File: src/rtl/bnn_pkg.sv
// Shared types for the binary/low-precision PE datapath: operand precision codes
// and the stream sequencer state encoding.
package bnn_pkg;

  typedef enum logic [2:0] {
    PREC_1B = 3'b000,
    PREC_2B = 3'b001,
    PREC_4B = 3'b010,
    PREC_8B = 3'b011
  } prec_e;

  typedef enum logic [1:0] {
    IDLE,
    STREAM,
    DRAIN,
    OUTPUT
  } seq_state_e;

  // Codes with the top bit set are reserved
  function automatic logic PREC_IS_LEGAL(input logic [2:0] p);
    return !p[2];
  endfunction

endpackage

File: src/rtl/pe_stream_sequencer.sv
// Feeds one adaptive_pe from a job descriptor plus a weight/activation stream,
// and returns the PE's accumulated dot product on a valid/ready result port.
module pe_stream_sequencer
  import bnn_pkg::*;
#(
  parameter int WORD_SIZE  = 64,
  parameter int ACC_WIDTH  = 20,
  parameter int LEN_WIDTH  = 8,
  parameter int PE_LATENCY = 1
) (
  input  logic                 clk,
  input  logic                 reset,
  input  logic                 cfg_valid,
  output logic                 cfg_ready,
  input  logic [2:0]           cfg_precision,
  input  logic [LEN_WIDTH-1:0] cfg_len,
  input  logic [WORD_SIZE-1:0] cfg_mask,
  input  logic                 s_valid,
  output logic                 s_ready,
  input  logic [WORD_SIZE-1:0] s_weight,
  input  logic [WORD_SIZE-1:0] s_activation,
  output logic                 pe_ce,
  output logic                 pe_accumulate,
  output logic [2:0]           pe_precision_mode,
  output logic [WORD_SIZE-1:0] pe_weight,
  output logic [WORD_SIZE-1:0] pe_activation,
  output logic [WORD_SIZE-1:0] pe_mask,
  input  logic [ACC_WIDTH-1:0] pe_sum,
  output logic                 m_valid,
  input  logic                 m_ready,
  output logic [ACC_WIDTH-1:0] m_sum,
  output logic [2:0]           m_precision,
  output logic                 cfg_err,
  output logic                 busy
);

  localparam int DRAIN_W = (PE_LATENCY < 2) ? 1 : $clog2(PE_LATENCY + 1);
  localparam logic [LEN_WIDTH-1:0] LEN_ONE   = LEN_WIDTH'(1);
  localparam logic [DRAIN_W-1:0]   DRAIN_ONE = DRAIN_W'(1);
  localparam logic [DRAIN_W-1:0]   DRAIN_INIT = DRAIN_W'(PE_LATENCY);

  seq_state_e           state_reg, state_next;
  prec_e                prec_reg;
  logic [WORD_SIZE-1:0] mask_reg;
  logic [LEN_WIDTH-1:0] len_reg;
  logic [LEN_WIDTH-1:0] beat_cnt_reg;
  logic [DRAIN_W-1:0]   drain_cnt_reg;
  logic [ACC_WIDTH-1:0] m_sum_reg;
  logic [2:0]           m_prec_reg;
  logic                 cfg_err_reg;

  logic cfg_hs, cfg_legal, s_hs, last_beat, drain_done;

  assign cfg_legal  = PREC_IS_LEGAL(cfg_precision);
  assign cfg_hs     = cfg_valid & cfg_ready;
  assign s_hs       = s_valid & s_ready;
  assign last_beat  = s_hs && (beat_cnt_reg == len_reg - LEN_ONE);
  assign drain_done = (drain_cnt_reg == DRAIN_ONE);

  always_comb begin
    state_next = state_reg;
    cfg_ready  = 1'b0;
    s_ready    = 1'b0;
    m_valid    = 1'b0;
    case (state_reg)
      IDLE: begin
        cfg_ready = 1'b1;
        if (cfg_valid && cfg_legal)
          state_next = (cfg_len == '0) ? OUTPUT : STREAM;
      end
      STREAM: begin
        s_ready = 1'b1;
        if (last_beat) state_next = DRAIN;
      end
      DRAIN: begin
        if (drain_done) state_next = OUTPUT;
      end
      OUTPUT: begin
        m_valid = 1'b1;
        if (m_ready) state_next = IDLE;
      end
      default: state_next = IDLE;
    endcase
  end

  always_ff @(posedge clk) begin
    if (reset) begin
      state_reg     <= IDLE;
      prec_reg      <= PREC_1B;
      mask_reg      <= '0;
      len_reg       <= '0;
      beat_cnt_reg  <= '0;
      drain_cnt_reg <= '0;
      m_sum_reg     <= '0;
      m_prec_reg    <= '0;
      cfg_err_reg   <= 1'b0;
    end else begin
      state_reg   <= state_next;
      cfg_err_reg <= cfg_hs && !cfg_legal;
      case (state_reg)
        IDLE: begin
          // Rejected descriptors leave the PE-facing job fields untouched
          if (cfg_hs && cfg_legal) begin
            prec_reg     <= prec_e'(cfg_precision);
            mask_reg     <= cfg_mask;
            len_reg      <= cfg_len;
            beat_cnt_reg <= '0;
            if (cfg_len == '0) begin
              m_sum_reg  <= '0;
              m_prec_reg <= cfg_precision;
            end
          end
        end
        STREAM: begin
          if (s_hs) beat_cnt_reg <= beat_cnt_reg + LEN_ONE;
          if (last_beat) drain_cnt_reg <= DRAIN_INIT;
        end
        DRAIN: begin
          drain_cnt_reg <= drain_cnt_reg - DRAIN_ONE;
          if (drain_done) begin
            m_sum_reg  <= pe_sum;
            m_prec_reg <= prec_reg;
          end
        end
        default: ;
      endcase
    end
  end

  assign pe_ce             = s_hs;
  assign pe_accumulate     = (state_reg == STREAM) && (beat_cnt_reg != '0);
  assign pe_precision_mode = prec_reg;
  assign pe_mask           = mask_reg;
  assign pe_weight         = s_weight;
  assign pe_activation     = s_activation;
  assign m_sum             = m_sum_reg;
  assign m_precision       = m_prec_reg;
  assign cfg_err           = cfg_err_reg;
  assign busy              = (state_reg != IDLE);

endmodule

File: config.mk
export PLATFORM = sky130hd
export DESIGN_NAME = pe_stream_sequencer
export DESIGN_NICKNAME = d
export VERILOG_FILES = /design/src/rtl/bnn_pkg.sv /design/src/rtl/pe_stream_sequencer.sv
export SDC_FILE = /design/constraint.sdc
export NUM_CORES = 1
export LEC_CHECK = 0
export CAP_MARGIN = 0
export CELL_PAD_IN_SITES_DETAIL_PLACEMENT = 1
export CELL_PAD_IN_SITES_GLOBAL_PLACEMENT = 1
export CORE_ASPECT_RATIO = 0.5
export CORE_MARGIN = 2
export CORE_UTILIZATION = 22
export CTS_BUF_LIST = sky130_fd_sc_hd__clkbuf_16
export CTS_CLUSTER_SIZE = 16
export DETAILED_ROUTE_END_ITERATION = 12
export HOLD_SLACK_MARGIN = 0.02
export MAX_ROUTING_LAYER = met4
export PLACE_DENSITY = 0.93
export SYNTH_ARGS = -nofsm -noshare
export SYNTH_HDL_FRONTEND = slang
export SYNTH_SLANG_ARGS = --single-unit
File: constraint.sdc
create_clock -name clk -period 5.5 [get_ports clk]
set_clock_uncertainty 0.05 [all_clocks]
set_input_delay 0.55 -clock clk [delete_from_list [all_inputs] [get_ports clk]]
set_output_delay 0.55 -clock clk [all_outputs]
set_load 0.05 [all_outputs]
==> key figures <==
Status
  – Run status: finished, final reports clean

Global route
  – Initial antenna violation count: 0
  – Pin count of the biggest net entering global routing: 62
  – GRT Util Overall: 0.140
  – Grt ovf: 0
  – First-pass GRT wire length: 27000 um
  – Number of global-route vias before repair: about 4800

Layout
  – Final Non-Filler Cells: between 1000 and 1500
  – Multi-input gate area: 1920 sq um
  – Share of post-route cells with drive strength above 1: 0.0377
  – Diode count: 0
  – Fill cell count: about 2800
  – Area grow syn2layout: 30.8%
  – Max reg flops: 64
  – Post-layout util: 0.297
  – Fin nets: ~950
  – Area taken by flip-flops and latches: between 2000 and 2500 sq um

STA
  – Hold_ws: between 0.4 and 0.5 ns
  – # setup viols final: 0
  – Fin. Hold Viols: 0
  – Slew margin rel.: 0.307
  – Max Slew Vio Count: 0
  – RSZ-0062 raised after global routing: no
  – Worst Tran Pin Value: 1.04 ns
  – Min cycle time layout: roughly 3.1 ns
  – Final Cycle Share: 0.556
  – Setup tns final: 0 ns
  – Fmax: roughly 330 MHz

Placed design
  – Placed cell count: around 1000
  – PortBufs: between 150 and 200
  – Post-DP HPWL: roughly 14000 um
  – GPL Wtd Cong: around 0.84

Drt
  – Post-route ant nets: 0
  – Met1 wire length: roughly 6500 um
  – Initial detailed-routing violation count: approximately 350
  – Drt drc: 0
  – Total wire length: between 15000 and 20000 um
  – Avg Vias per Cell: 4.40
  – Wire length on met3: 1360 um
  – DR WL/cell: 17.4 um
  – Met2 wire len: about 9600 um
  – Top layer reached by signal wires: met4
  – Via count: 4505
  – DR pass1 iterations: 5

Clock network
  – CTS Hold Bufs: 0
  – Clk buf depth: 2
  – Root buf cell: clkbuf_16
  – CTS buffer count: 9
  – H-Tree Depth: 3
  – Worst-Skew Late Latency: 0.35 ns
  – Clk sinks: 110
  – Post-CTS Resized: 0
  – Post-CTS setup buffer count: 0
  – CTS tree: done
  – Clock transition at the registers of the reported paths: 0.09 ns

Floorplanning
  – # rows: 39
  – Die height: roughly 110 um
  – Die Area: 25200 sq um
  – Core ar.: 23100 sq um
  – Top Ports: between 400 and 500
  – Starting Density: 0.227
  – Chip width: between 200 and 250 um

Power and ir drop
  – Leak: 2.33 nW
  – Peak supply drop: 0.000145 V
  – Cell Pwr Density: about 360 nW/um^2

Logic synthesis
  – Post-synth EDFFs: 0
  – Yosys top cell by area: dfxtp_1
  – Asr flop ratio synth: 0
  – Post-synth top area share: 0.419
  – Main flop type after synthesis: dfxtp_1
  – Warnings, synthesis: 0
  – Netlist cell types: 37
  – Synth Cell Area: roughly 5300 sq um
  – Most frequent cells after synthesis: 171 x nand2_1, 128 x buf_4, 110 x dfxtp_1
  – #FFs+latches synth: 110
  – Post-synthesis area per instance: a little under 8 sq um
  – Top post-synthesis cells by area: dfxtp_1 42%, buf_4 18%, nand2_1 12%, a21oi_1 9.5%, nand3_1 2.5%
  – Top-count cell post-synth: nand2_1
  – Post-synthesis sequential area ratio: 0.419
  – Syn Nets: 899
  – Synth Instances: approximately 660

Worst setup path
  – Worst Setup End Kind: output port
  – Crit Reg-Reg Endpoint: m_sum[7]
  – WS Path Type: register to output port
  – Critical Path RT: 4.90 ns
  – Crit start category: register
  – Critical-path top delay cell: clkdlybuf4s50_1
  – CP arrival: 2.46 ns
  – CP Cell Sequence: inv_1 -> ha_1 -> a21boi_0 -> clkdlybuf4s50_1
  – Reg2Reg Depth: 7
  – Crit-path max cell delay: just under 0.9 ns
  – Crit-path max FO: 9
  – Flop2flop setup slack: about 2.7 ns
  – Worst R2R Start: state_reg[0]
  – CP delay by family, top: buffers and inverters
  – Bufs and invs on worst path: 2

Hold path
  – Hold WC Path Type: register to register
  – WHS Path Cells: 2
  – HP Start: pe_mask[28]
  – WHS Endpoint: pe_mask[28]

Run
  – Max Cap Viol: 0
-- cell type report --
type / instances / share of cell area
inverters: 10 / 0.00546
multi-input cells: 380 / 0.280
well taps: 307 / 0.0559
repair buffers: 200 / 0.290
clock buffers: 9 / 0.0328
flip-flops and latches: 110 / 0.321
clock inverters: 7 / 0.0157
-- layout by cell type (no fill, tap or decap), types with 3 or more instances in the layout --
cell / count
nand2_1: 171
a311oi_1: 3
xor2_1: 10
nand3_1: 26
dfxtp_1: 110
ha_1: 7
buf_4: 5
clkdlybuf4s50_1: 195
nor3_1: 3
clkbuf_16: 9
a211oi_1: 3
a21oi_1: 100
clkinv_8: 3
mux2i_1: 4
xnor2_1: 8
inv_1: 10
nor2_1: 16
-- tightest hold or removal path, delay by kind of cell (launching register included) --
kind	cells	cell delay, ns
simple gates	1	0.05
flops	1	0.31
compound gates	1	0.05
-- metrics by stage --
step | worst slack, ns | total power (W) | cell area [sq um]
2_1_floorplan | 2.58 | 0.00173 | 5250
3_3_place_gp | 2.77 | 0.00176 | 6540
3_5_place_dp | 2.71 | 0.00180 | 6540
4_1_cts | 2.46 | 0.00251 | 6870
5_1_grt | 2.36 | 0.00260 | 6870
6_report | 2.44 | 0.00248 | 6870
-- kinds of logic (layout without fill, tap and decap cells) --
logic type                 Yosys count  after routing  share of synthesized area
and+or+nand+nor                    235            235                      0.189
DFF                                110            110                      0.419
xor gates and xnor gates            18             18                     0.0300
adders and majority gates            7              7                     0.0167
muxes                                4              4                    0.00762
AOI/OAI and AO/OA                  116            116                      0.122
buffers and inverters              174            226                      0.216
-- report_power, final --
group          internal, W  switching, W
sequential        0.000864     0.0000481
combinational     0.000294      0.000569
clock             0.000370      0.000335
total              0.00153      0.000952
-- how the worst max path moves through the flow --
stage	slack, ns	cells after the start	start	end
3_3_place_gp	2.77	6	cfg_valid	beat_cnt_reg[3]
2_1_floorplan	2.58	9	state_reg[1]	state_reg[1]
6_report	2.44	4	state_reg[1]	pe_accumulate
5_1_grt	2.36	4	state_reg[1]	pe_accumulate
3_5_place_dp	2.71	6	cfg_valid	beat_cnt_reg[3]
4_1_cts	2.46	4	state_reg[1]	pe_accumulate
-- metal layers --
layer,vias up,track usage
met5,-,-
met1,2185,0.138
met2,170,0.257
met3,35,0.0512
met4,0,0.0492
li1,2115,-
No activity file was read; power rests on OpenSTA's default activity.
